### src/rtl/i2c_apb_sequencer.sv
// APB master that runs single-byte I2C register reads/writes on the I2C master core for a req/rsp client.
// Optional STATUS-poll timeout with core abort: define I2C_SEQ_TIMEOUT_EN.
module i2c_apb_sequencer #(
  parameter int DATA_SIZE    = 8,
  parameter int ADDR_SIZE    = 8,
  parameter     PRESCALE_VAL = 8'd4,
  parameter int POLL_LIMIT   = 1024
) (
  input  logic                 pclk_i,
  input  logic                 preset_i,
  input  logic                 req_valid_i,
  output logic                 req_ready_o,
  input  logic                 req_rw_i,
  input  logic [6:0]           req_slave_addr_i,
  input  logic [7:0]           req_reg_addr_i,
  input  logic [DATA_SIZE-1:0] req_wdata_i,
  output logic                 rsp_valid_o,
  output logic [DATA_SIZE-1:0] rsp_rdata_o,
  output logic                 rsp_err_o,
  output logic [ADDR_SIZE-1:0] paddr_o,
  output logic                 pwrite_o,
  output logic                 psel_o,
  output logic                 penable_o,
  output logic [DATA_SIZE-1:0] pwdata_o,
  input  logic [DATA_SIZE-1:0] prdata_i,
  input  logic                 pready_i
);
  localparam logic [7:0] A_PRESCALE = 8'h00;
  localparam logic [7:0] A_CMD      = 8'h01;
  localparam logic [7:0] A_SLV      = 8'h02;
  localparam logic [7:0] A_TX       = 8'h03;
  localparam logic [7:0] A_RX       = 8'h04;
  localparam logic [7:0] A_STATUS   = 8'h05;
  localparam logic [DATA_SIZE-1:0] PRESCALE_T = DATA_SIZE'(PRESCALE_VAL);

  typedef enum logic [1:0] {S_INIT, S_IDLE, S_EXEC, S_RESP} state_t;
  typedef enum logic [1:0] {P_GAP, P_SETUP, P_ACCESS} phase_t;
  typedef enum logic [1:0] {OP_WR, OP_POLL, OP_RD} op_kind_t;

  state_t               state;
  phase_t               phase;
  logic [2:0]           step;
  logic                 rq_rw;
  logic [6:0]           rq_slv;
  logic [7:0]           rq_reg;
  logic [DATA_SIZE-1:0] rq_wdata;

`ifdef I2C_SEQ_TIMEOUT_EN
  localparam int POLL_LIM = (POLL_LIMIT < 1) ? 1 : POLL_LIMIT;
  localparam int PCW      = $clog2(POLL_LIM + 1);
  logic           abort_r;
  logic [PCW-1:0] poll_cnt;
`endif

  op_kind_t             op_kind;
  logic [7:0]           op_addr;
  logic [DATA_SIZE-1:0] op_data;
  logic                 op_last;

  // Op decode: INIT prescale, abort write, else the write/read op list indexed by step.
  always_comb begin
    op_kind = OP_WR;
    op_addr = A_SLV;
    op_data = DATA_SIZE'({rq_slv, 1'b0});
    op_last = 1'b0;
    if (state == S_INIT) begin
      op_addr = A_PRESCALE;
      op_data = PRESCALE_T;
    end
`ifdef I2C_SEQ_TIMEOUT_EN
    else if (abort_r) begin
      op_addr = A_CMD;
      op_data = '0;
    end
`endif
    else if (!rq_rw) begin
      case (step)
        3'd1: begin op_addr = A_TX;  op_data = DATA_SIZE'(rq_reg); end
        3'd2: begin op_addr = A_TX;  op_data = rq_wdata; end
        3'd3: begin op_addr = A_CMD; op_data = DATA_SIZE'(8'h01); end
        3'd4: begin op_kind = OP_POLL; op_addr = A_STATUS; op_last = 1'b1; end
        default: ;
      endcase
    end else begin
      case (step)
        3'd1: begin op_addr = A_TX;  op_data = DATA_SIZE'(rq_reg); end
        3'd2: begin op_addr = A_CMD; op_data = DATA_SIZE'(8'h05); end
        3'd3: begin op_kind = OP_POLL; op_addr = A_STATUS; end
        3'd4: op_data = DATA_SIZE'({rq_slv, 1'b1});
        3'd5: begin op_addr = A_CMD; op_data = DATA_SIZE'(8'h03); end
        3'd6: begin op_kind = OP_POLL; op_addr = A_STATUS; end
        3'd7: begin op_kind = OP_RD; op_addr = A_RX; op_last = 1'b1; end
        default: ;
      endcase
    end
  end

  always_ff @(posedge pclk_i or posedge preset_i) begin
    if (preset_i) begin
      state       <= S_INIT;
      phase       <= P_GAP;
      step        <= '0;
      rq_rw       <= 1'b0;
      rq_slv      <= '0;
      rq_reg      <= '0;
      rq_wdata    <= '0;
      req_ready_o <= 1'b0;
      rsp_valid_o <= 1'b0;
      rsp_rdata_o <= '0;
      rsp_err_o   <= 1'b0;
      paddr_o     <= '0;
      pwrite_o    <= 1'b0;
      psel_o      <= 1'b0;
      penable_o   <= 1'b0;
      pwdata_o    <= '0;
`ifdef I2C_SEQ_TIMEOUT_EN
      abort_r     <= 1'b0;
      poll_cnt    <= '0;
`endif
    end else begin
      case (state)
        S_IDLE: begin
          if (req_valid_i && req_ready_o) begin
            rq_rw       <= req_rw_i;
            rq_slv      <= req_slave_addr_i;
            rq_reg      <= req_reg_addr_i;
            rq_wdata    <= req_wdata_i;
            req_ready_o <= 1'b0;
            step        <= '0;
            state       <= S_EXEC;
          end
        end
        S_RESP: begin
          rsp_valid_o <= 1'b0;
          req_ready_o <= 1'b1;
          state       <= S_IDLE;
        end
        default: begin
          case (phase)
            P_GAP: begin
              psel_o    <= 1'b1;
              penable_o <= 1'b0;
              paddr_o   <= ADDR_SIZE'(op_addr);
              pwrite_o  <= (op_kind == OP_WR);
              pwdata_o  <= (op_kind == OP_WR) ? op_data : '0;
              phase     <= P_SETUP;
            end
            P_SETUP: begin
              penable_o <= 1'b1;
              phase     <= P_ACCESS;
            end
            default: begin
              if (pready_i) begin
                psel_o    <= 1'b0;
                penable_o <= 1'b0;
                phase     <= P_GAP;
                if (state == S_INIT) begin
                  state       <= S_IDLE;
                  req_ready_o <= 1'b1;
                end
`ifdef I2C_SEQ_TIMEOUT_EN
                else if (abort_r) begin
                  abort_r     <= 1'b0;
                  state       <= S_RESP;
                  rsp_valid_o <= 1'b1;
                  rsp_err_o   <= 1'b1;
                  rsp_rdata_o <= '0;
                end
`endif
                else begin
                  case (op_kind)
                    OP_POLL: begin
                      if (prdata_i[1]) begin
`ifdef I2C_SEQ_TIMEOUT_EN
                        poll_cnt <= '0;
`endif
                        // NACK short-circuits the remaining ops straight to an error response.
                        if (prdata_i[2] || op_last) begin
                          state       <= S_RESP;
                          rsp_valid_o <= 1'b1;
                          rsp_err_o   <= prdata_i[2];
                          rsp_rdata_o <= '0;
                        end else begin
                          step <= step + 3'd1;
                        end
                      end
`ifdef I2C_SEQ_TIMEOUT_EN
                      else if (poll_cnt == PCW'(POLL_LIM - 1)) begin
                        poll_cnt <= '0;
                        abort_r  <= 1'b1;
                      end else begin
                        poll_cnt <= poll_cnt + 1'b1;
                      end
`endif
                    end
                    OP_RD: begin
                      state       <= S_RESP;
                      rsp_valid_o <= 1'b1;
                      rsp_err_o   <= 1'b0;
                      rsp_rdata_o <= prdata_i;
                    end
                    default: step <= step + 3'd1;
                  endcase
                end
              end
            end
          endcase
        end
      endcase
    end
  end
endmodule

### config.mk
export PLATFORM = sky130hd
export DESIGN_NAME = i2c_apb_sequencer
export DESIGN_NICKNAME = d
export VERILOG_FILES = /design/src/rtl/i2c_apb_sequencer.sv
export SDC_FILE = /design/constraint.sdc
export NUM_CORES = 1
export LEC_CHECK = 0
export CAP_MARGIN = 30
export CORE_MARGIN = 2
export CORE_UTILIZATION = 45
export DETAILED_ROUTE_END_ITERATION = 6
export PLACE_DENSITY = 0.76
export SYNTH_ARGS = -nofsm -noshare
export SYNTH_HDL_FRONTEND = slang
export SYNTH_SLANG_ARGS = --single-unit
### constraint.sdc
create_clock -name pclk_i -period 2.58 [get_ports pclk_i]
set_input_delay 0.258 -clock pclk_i [delete_from_list [all_inputs] [get_ports pclk_i]]
set_output_delay 0.258 -clock pclk_i [all_outputs]
set_load 0.005 [all_outputs]
==> out/metrics.cfg, run 1 <==
[clock_network]
clock_latency_ps = 320
cts_buffer_depth = 2
cts_buffers = 5
hold_buffers = 0
cts_tree = built
clkSinkCount = 55
root_buffer = clkbuf_8
cts.clk_slew.worst_paths_ps = 100
h-tree-depth = 2

[floorplanning]
std_cell_rows = 29
die_area_mm2 = 0.00713
ioPinCount = 66
core-area_mm2 = 0.00631
fp.dieW_um = 84.5
initial_core_util = 0.461
fp.dieH_um = 84.5

[logic_synthesis]
ys_seq_area_frac = 0.473
synth_top_family_by_area = compound AO/OA/AOI/OAI gates
synthTopCellsByCount = dfrtp_1 (55), mux2_2 (25), nand2_1 (25), inv_1 (24), nor2_1 (16)
synth-xor-area-share = 0
ys_ff_latch = 55
yosysUniqueCellTypes = 51
ys_warn_count = 0
yosysMostFrequentCell = dfrtp_1
netlist.top_cell.by_area = dfrtp_1
synthCells = 275
synth_fa_ha_area_frac = 0.0558
synth_top_area_frac = 0.473
synth_flop_cell = dfrtp_1
synth-compound-area-share = 0.162
synthArstFlopShare = 1.00
synth_area_mm2 = 0.00291
synthTopCellsByArea = dfrtp_1 (47%), mux2_2 (9.7%), ha_1 (5.6%)
muxShareOfSynthArea = 0.128
yosys.area_share.simple = 0.116
synth_edf_count = 0
syn_avg_cell_area_um2 = 10.6

[sta]
tightest_slew_ps = 687
fin_crit_ps = 2470
finalHoldViolCount = 0
max_freq_mhz = 405
period_share = 0.958
slew_headroom = 0.542
fin_tns_setup_ps = 0
skew_ps = 13.9
slew_violations = 0
setup_viol = 0

[route]
viasPerCell = 5.42
wire_per_inst_um = 14.9
postRouteAntennaNets = 0
drt_iter0_drc = 144
routed_wirelength_mm = 6.41
first_pass_iters = 4
route.detailed.drc = 0
num_vias = 2327

[layout]
multi_input_area_mm2 = 0.00143
drive_gt1_frac = 0.216
ff_latch_area_mm2 = 0.00138
fillCellCount = 547
fin_util = 0.609
syn2layout_area_growth_pct = 32.0
antenna_cells = 0
fin_nets = 400

[power_and_ir_drop]
leakage_nw = 1.72
pwr_density_cell_mw_per_mm2 = 372
vdd_drop_max_uv = 310
power.total_mw = 1.43

[placement]
dp_hpwl_mm = 4.62
io_buffers = 60
gp_congestion = 0.929

[global_route]
antenna_found_initial = 0
grt_max_degree = 56
grt_pass1_wl_mm = 10.6
gr-usage-all-layers = 0.185
grt_overflow = 0
grt_pass1_vias = 2251

[critical_path]
r2r_setup_slack_ps = 110
worst_ep_arrival_time_ps = 2650
cp_max_fo = 4
rr_startpoint = step[0]
cp.required_ps = 2760
cp-end-kind = register
r2r_end = step[0]
cp-endpoint = step[0]
path_class = reg2reg
start_kind = register
crit_start = step[0]
rr_worst_depth = 10

[run]
max-cap-violations = 0

[min_path]
min_path_type = in2async

[outcome]
status = complete, no violations

logic make-up after synthesis:
kind of cell               count (synthesis)
and+or+nand+nor                           68
AOI/OAI and AO/OA                         63
DFF                                       55
buffers and inverters                     41
muxes                                     34
adders and majority gates                 13
other                                      1
layout by cell type (no fill, tap or decap), types with 5 or more instances in the layout:
cell              n
a22oi_1           8
a221o_1           5
ha_1              9
a21oi_1           8
clkdlybuf4s50_1  60
nand2_1          25
inv_2             5
dfrtp_1          55
mux2i_1           9
nor2_1           15
mux2_2           25
o21ai_0           7
inv_1            20
conb_1            5
buf_4            21
clkbuf_8          5
critical path: stages, from the launching register on:
cell	delay, ps
dfrtp_1	440
inv_2	100
ha_1	160
and2_1	120
o21ai_1	60
a21o_2	240
ha_2	200
or4b_1	520
nor3_2	150
o22a_1	240
mux2i_1	90
final cells by class:
type                            instances  share of cell area
Tap cell                               77              0.0251
Inverter                               25              0.0244
Clock inverter                          2             0.00423
Timing Repair Buffer                   81               0.197
Sequential cell                        55               0.358
Clock buffer                            6              0.0189
Multi-Input combinational cell        183               0.372
through the flow:
step / cell area (um2) / hold slack, ps / worst slack (ps) / std cells
final: 3840 / 432 / 108 / 429
after global routing: 3840 / 490 / -37.5 / 429
after CTS: 3750 / 463 / 6.91 / 425
after detailed placement: 3640 / 471 / -117 / 414
after global placement: 3640 / 463 / 31.5 / 414
after floorplan: 2930 / 362 / 0.643 / 279
power by group:
part           total (mW)  switching [mW]  internal [mW]
logic              0.0786          0.0299         0.0488
registers           0.861               0          0.861
clock network       0.490           0.294          0.196
routing by layer:
metal	up-vias	GRT usage	wire length, um
li1	1129	-	-
met1	1117	0.249	2880
met2	71	0.297	3080
met3	10	0.0403	351
met4	0	0.0664	99
met5	-	0	0
worst min-delay path by stage:
| stage | to | cells after the start | startpoint |
|---|---|---|---|
| 3_5_place_dp | pwrite_o | 2 | pwrite_o |
| 2_1_floorplan | penable_o | 1 | pready_i |
| 5_1_grt | rsp_rdata_o[6] | 3 | preset_i |
| 6_report | rsp_rdata_o[6] | 3 | preset_i |
| 4_1_cts | rq_slv[6] | 3 | preset_i |
| 3_3_place_gp | pwrite_o | 2 | pwrite_o |
what timing repair did:
item                                    4_1_cts  5_1_grt
endpoints found under the hold margin         0        0
pin swaps                                     2        3
resized for setup                             5       16
cloned                                        0        0
endpoints found under the setup margin        3       14
setup buffers                                 3        4
(Power assumes the default switching activity.)
==> run 2, diff against run 1 <==
--- a/config.mk
+++ b/config.mk
@@ -9,7 +9,7 @@
 export CORE_MARGIN = 2
 export CORE_UTILIZATION = 45
 export DETAILED_ROUTE_END_ITERATION = 6
-export PLACE_DENSITY = 0.76
+export PLACE_DENSITY = 0.73
 export SYNTH_ARGS = -nofsm -noshare
 export SYNTH_HDL_FRONTEND = slang
 export SYNTH_SLANG_ARGS = --single-unit
==> constraint.sdc (replaced) <==
create_clock -name pclk_i -period 2.95 [get_ports pclk_i]
set_input_delay 0.295 -clock pclk_i [delete_from_list [all_inputs] [get_ports pclk_i]]
set_output_delay 0.295 -clock pclk_i [all_outputs]
set_load 0.005 [all_outputs]
==> run 2 against run 1 <==
  * Fmax shrank 8.4%
  * Setup slack gained 140 ps
  * Hold slack gained 40 ps
  * Non-clock buffer count shrank 15
  * Utilization shrank 2.8 points
==> out/metrics.cfg, run 2 (same netlist as run 1, synthesis figures left out) <==
[placement]
dp_hpwl_mm = 4.59  ; -0.57%
io_buffers = 60  ; unchanged
dp_slack_ps = 270  ; +386 ps
gp_congestion = 0.912  ; -1.8%
post-place-cells = 406  ; -1.9%

[clock_network]
clkSinkCount = 55  ; unchanged
cts_setup_buffers = 0  ; -3
cts_buffers = 5  ; unchanged
root_buffer = clkbuf_8
h-tree-depth = 2  ; unchanged
cts_tree = built
cts.clk_slew.worst_paths_ps = 100  ; about the same
cts_buffer_depth = 2  ; unchanged
clock_latency_ps = 320  ; about the same

[critical_path]
cp.required_ps = 3130  ; +370 ps
worst_ep_arrival_time_ps = 2880  ; +230 ps
cp_max_fo = 6  ; +2
cp-end-kind = register
start_kind = register
path_class = reg2reg

[route]
viasPerCell = 5.52  ; +1.7%
drt_iter0_drc = 104  ; -28%
routed_wirelength_mm = 6.35  ; -0.94%
first_pass_iters = 4  ; unchanged
wire_per_inst_um = 15.3  ; +2.7%
route.detailed.drc = 0  ; unchanged
postRouteAntennaNets = 0  ; unchanged
num_vias = 2284  ; -1.8%

[layout]
layoutNonFillerInstCount = 414  ; -3.5%
fin_nets = 385  ; -3.8%
mostFrequentLayoutCells = clkdlybuf4s50_1 (60), dfrtp_1 (55), mux2_2 (25), nand2_1 (25), inv_1 (23)
syn2layout_area_growth_pct = 25.9
fillCellCount = 553  ; +1.1%
antenna_cells = 0  ; unchanged
drive_gt1_frac = 0.136  ; -0.0794
layout_commonest_cell = clkdlybuf4s50_1

[floorplanning]
ioPinCount = 66  ; unchanged
core-area_mm2 = 0.00631  ; unchanged
std_cell_rows = 29  ; unchanged
fp.dieH_um = 84.5  ; unchanged
die_area_mm2 = 0.00713  ; unchanged
initial_core_util = 0.461  ; unchanged
fp.dieW_um = 84.5  ; unchanged

[sta]
period_share = 0.915  ; -0.0433
setup_viol = 0  ; unchanged
slew_violations = 0  ; unchanged
max_freq_mhz = 371  ; -8.4%
rsz0062_at_grt = false
finalHoldViolCount = 0  ; unchanged
skew_ps = 14.8  ; +0.864 ps
tightest_slew_ps = 695  ; +8.43 ps
fin_tns_setup_ps = 0  ; unchanged
fin_crit_ps = 2700  ; +227 ps
slew_headroom = 0.537  ; -0.00562
hold-worst-slack_ps = 472  ; +40.0 ps
setup_slack_ps = 251  ; +143 ps

[global_route]
grt_overflow = 0  ; unchanged
gr-usage-all-layers = 0.184  ; -0.000563
grt_pass1_wl_mm = 10.6  ; -0.20%
grt_pass1_vias = 2212  ; -1.7%
antenna_found_initial = 0  ; unchanged
grt_max_degree = 56  ; unchanged

[power_and_ir_drop]
leakage_nw = 1.65  ; -4.6%
seqPwrFrac = 0.603  ; about the same
switching_share = 0.226  ; about the same
combPwrFrac = 0.055  ; about the same
power_frac_clock = 0.342  ; about the same
power.total_mw = 1.25  ; -13%
internal-power_mw = 0.967  ; -13%
pwr_density_cell_mw_per_mm2 = 341  ; -8.3%
p_switching_mw = 0.283  ; -13%
vdd_drop_max_uv = 259  ; -16%

[outcome]
status = complete, no violations

[min_path]
min_path_type = in2async

[run]
max-cap-violations = 0  ; unchanged

-- run 2: cell types whose count changed in the layout (fill, tap and decap cells not counted), moves of 3 or more --
cell and change:
buf_4 -15, ha_1 +4, ha_2 -3, inv_1 +3
inv_2 -3
-- run 2: timing repair --
item,CTS,global route
gates resized for setup,0,2
endpoints found under the setup margin,0,3
hold buffers,0,0
-- run 2: final timing paths --
check                      slack, ps  startpoint  depth (start not counted)        endpoint
max                              250     step[1]                          9         step[2]
min                              470    preset_i                          3  rsp_rdata_o[5]
max reg2reg                      250     step[1]                          9         step[2]
min reg2reg                      490    pwrite_o                          2        pwrite_o
max in group asynchronous       2010    preset_i                          3         step[0]
min in group pclk_i              490    pwrite_o                          2        pwrite_o
-- run 2: worst max-delay path: stages, from the launching register on --
cell	delay [ps]
dfrtp_1	430
ha_1	250
nor2b_1	230
o21ai_1	100
a21o_2	250
ha_1	220
or4b_1	500
nor3_1	230
o22a_1	260
o22ai_1	100
-- run 2: cell type report --
type | instances | area [um2] | area share
Clock buffer | 6 | 72.6 | 0.0198
Clock inverter | 2 | 17.5 | 0.00478
Inverter | 25 | 93.8 | 0.0256
Multi-Input combinational cell | 183 | 1360 | 0.372
Sequential cell | 55 | 1380 | 0.375
Tap cell | 77 | 96.3 | 0.0263
Timing Repair Buffer | 66 | 646 | 0.176
-- run 2: metrics by stage --
step	util	instance area [um2]
3_5_place_dp	0.566	3580
3_3_place_gp	0.566	3580
2_1_floorplan	-	2930
6_report	0.581	3670
5_1_grt	0.581	3670
4_1_cts	0.581	3670
-- run 2: power by group through the flow --
stage / clock [mW] / sequential [mW] / combinational (mW)
5_1_grt: 0.468 / 0.754 / 0.0757
6_report: 0.428 / 0.753 / 0.0691
3_3_place_gp: 0 / 0.768 / 0.0698
3_5_place_dp: 0 / 0.768 / 0.0701
2_1_floorplan: 0 / 0.768 / 0.0199
4_1_cts: 0.444 / 0.753 / 0.0708
-- run 2: layer usage --
metal / vias up / share of wire / GRT usage
li1: 1097 / - / -
met1: 1114 / 0.46 / 0.244
met2: 61 / 0.48 / 0.306
met3: 12 / 0.046 / 0.0383
met4: 0 / 0.019 / 0.0577
met5: - / 0 / 0
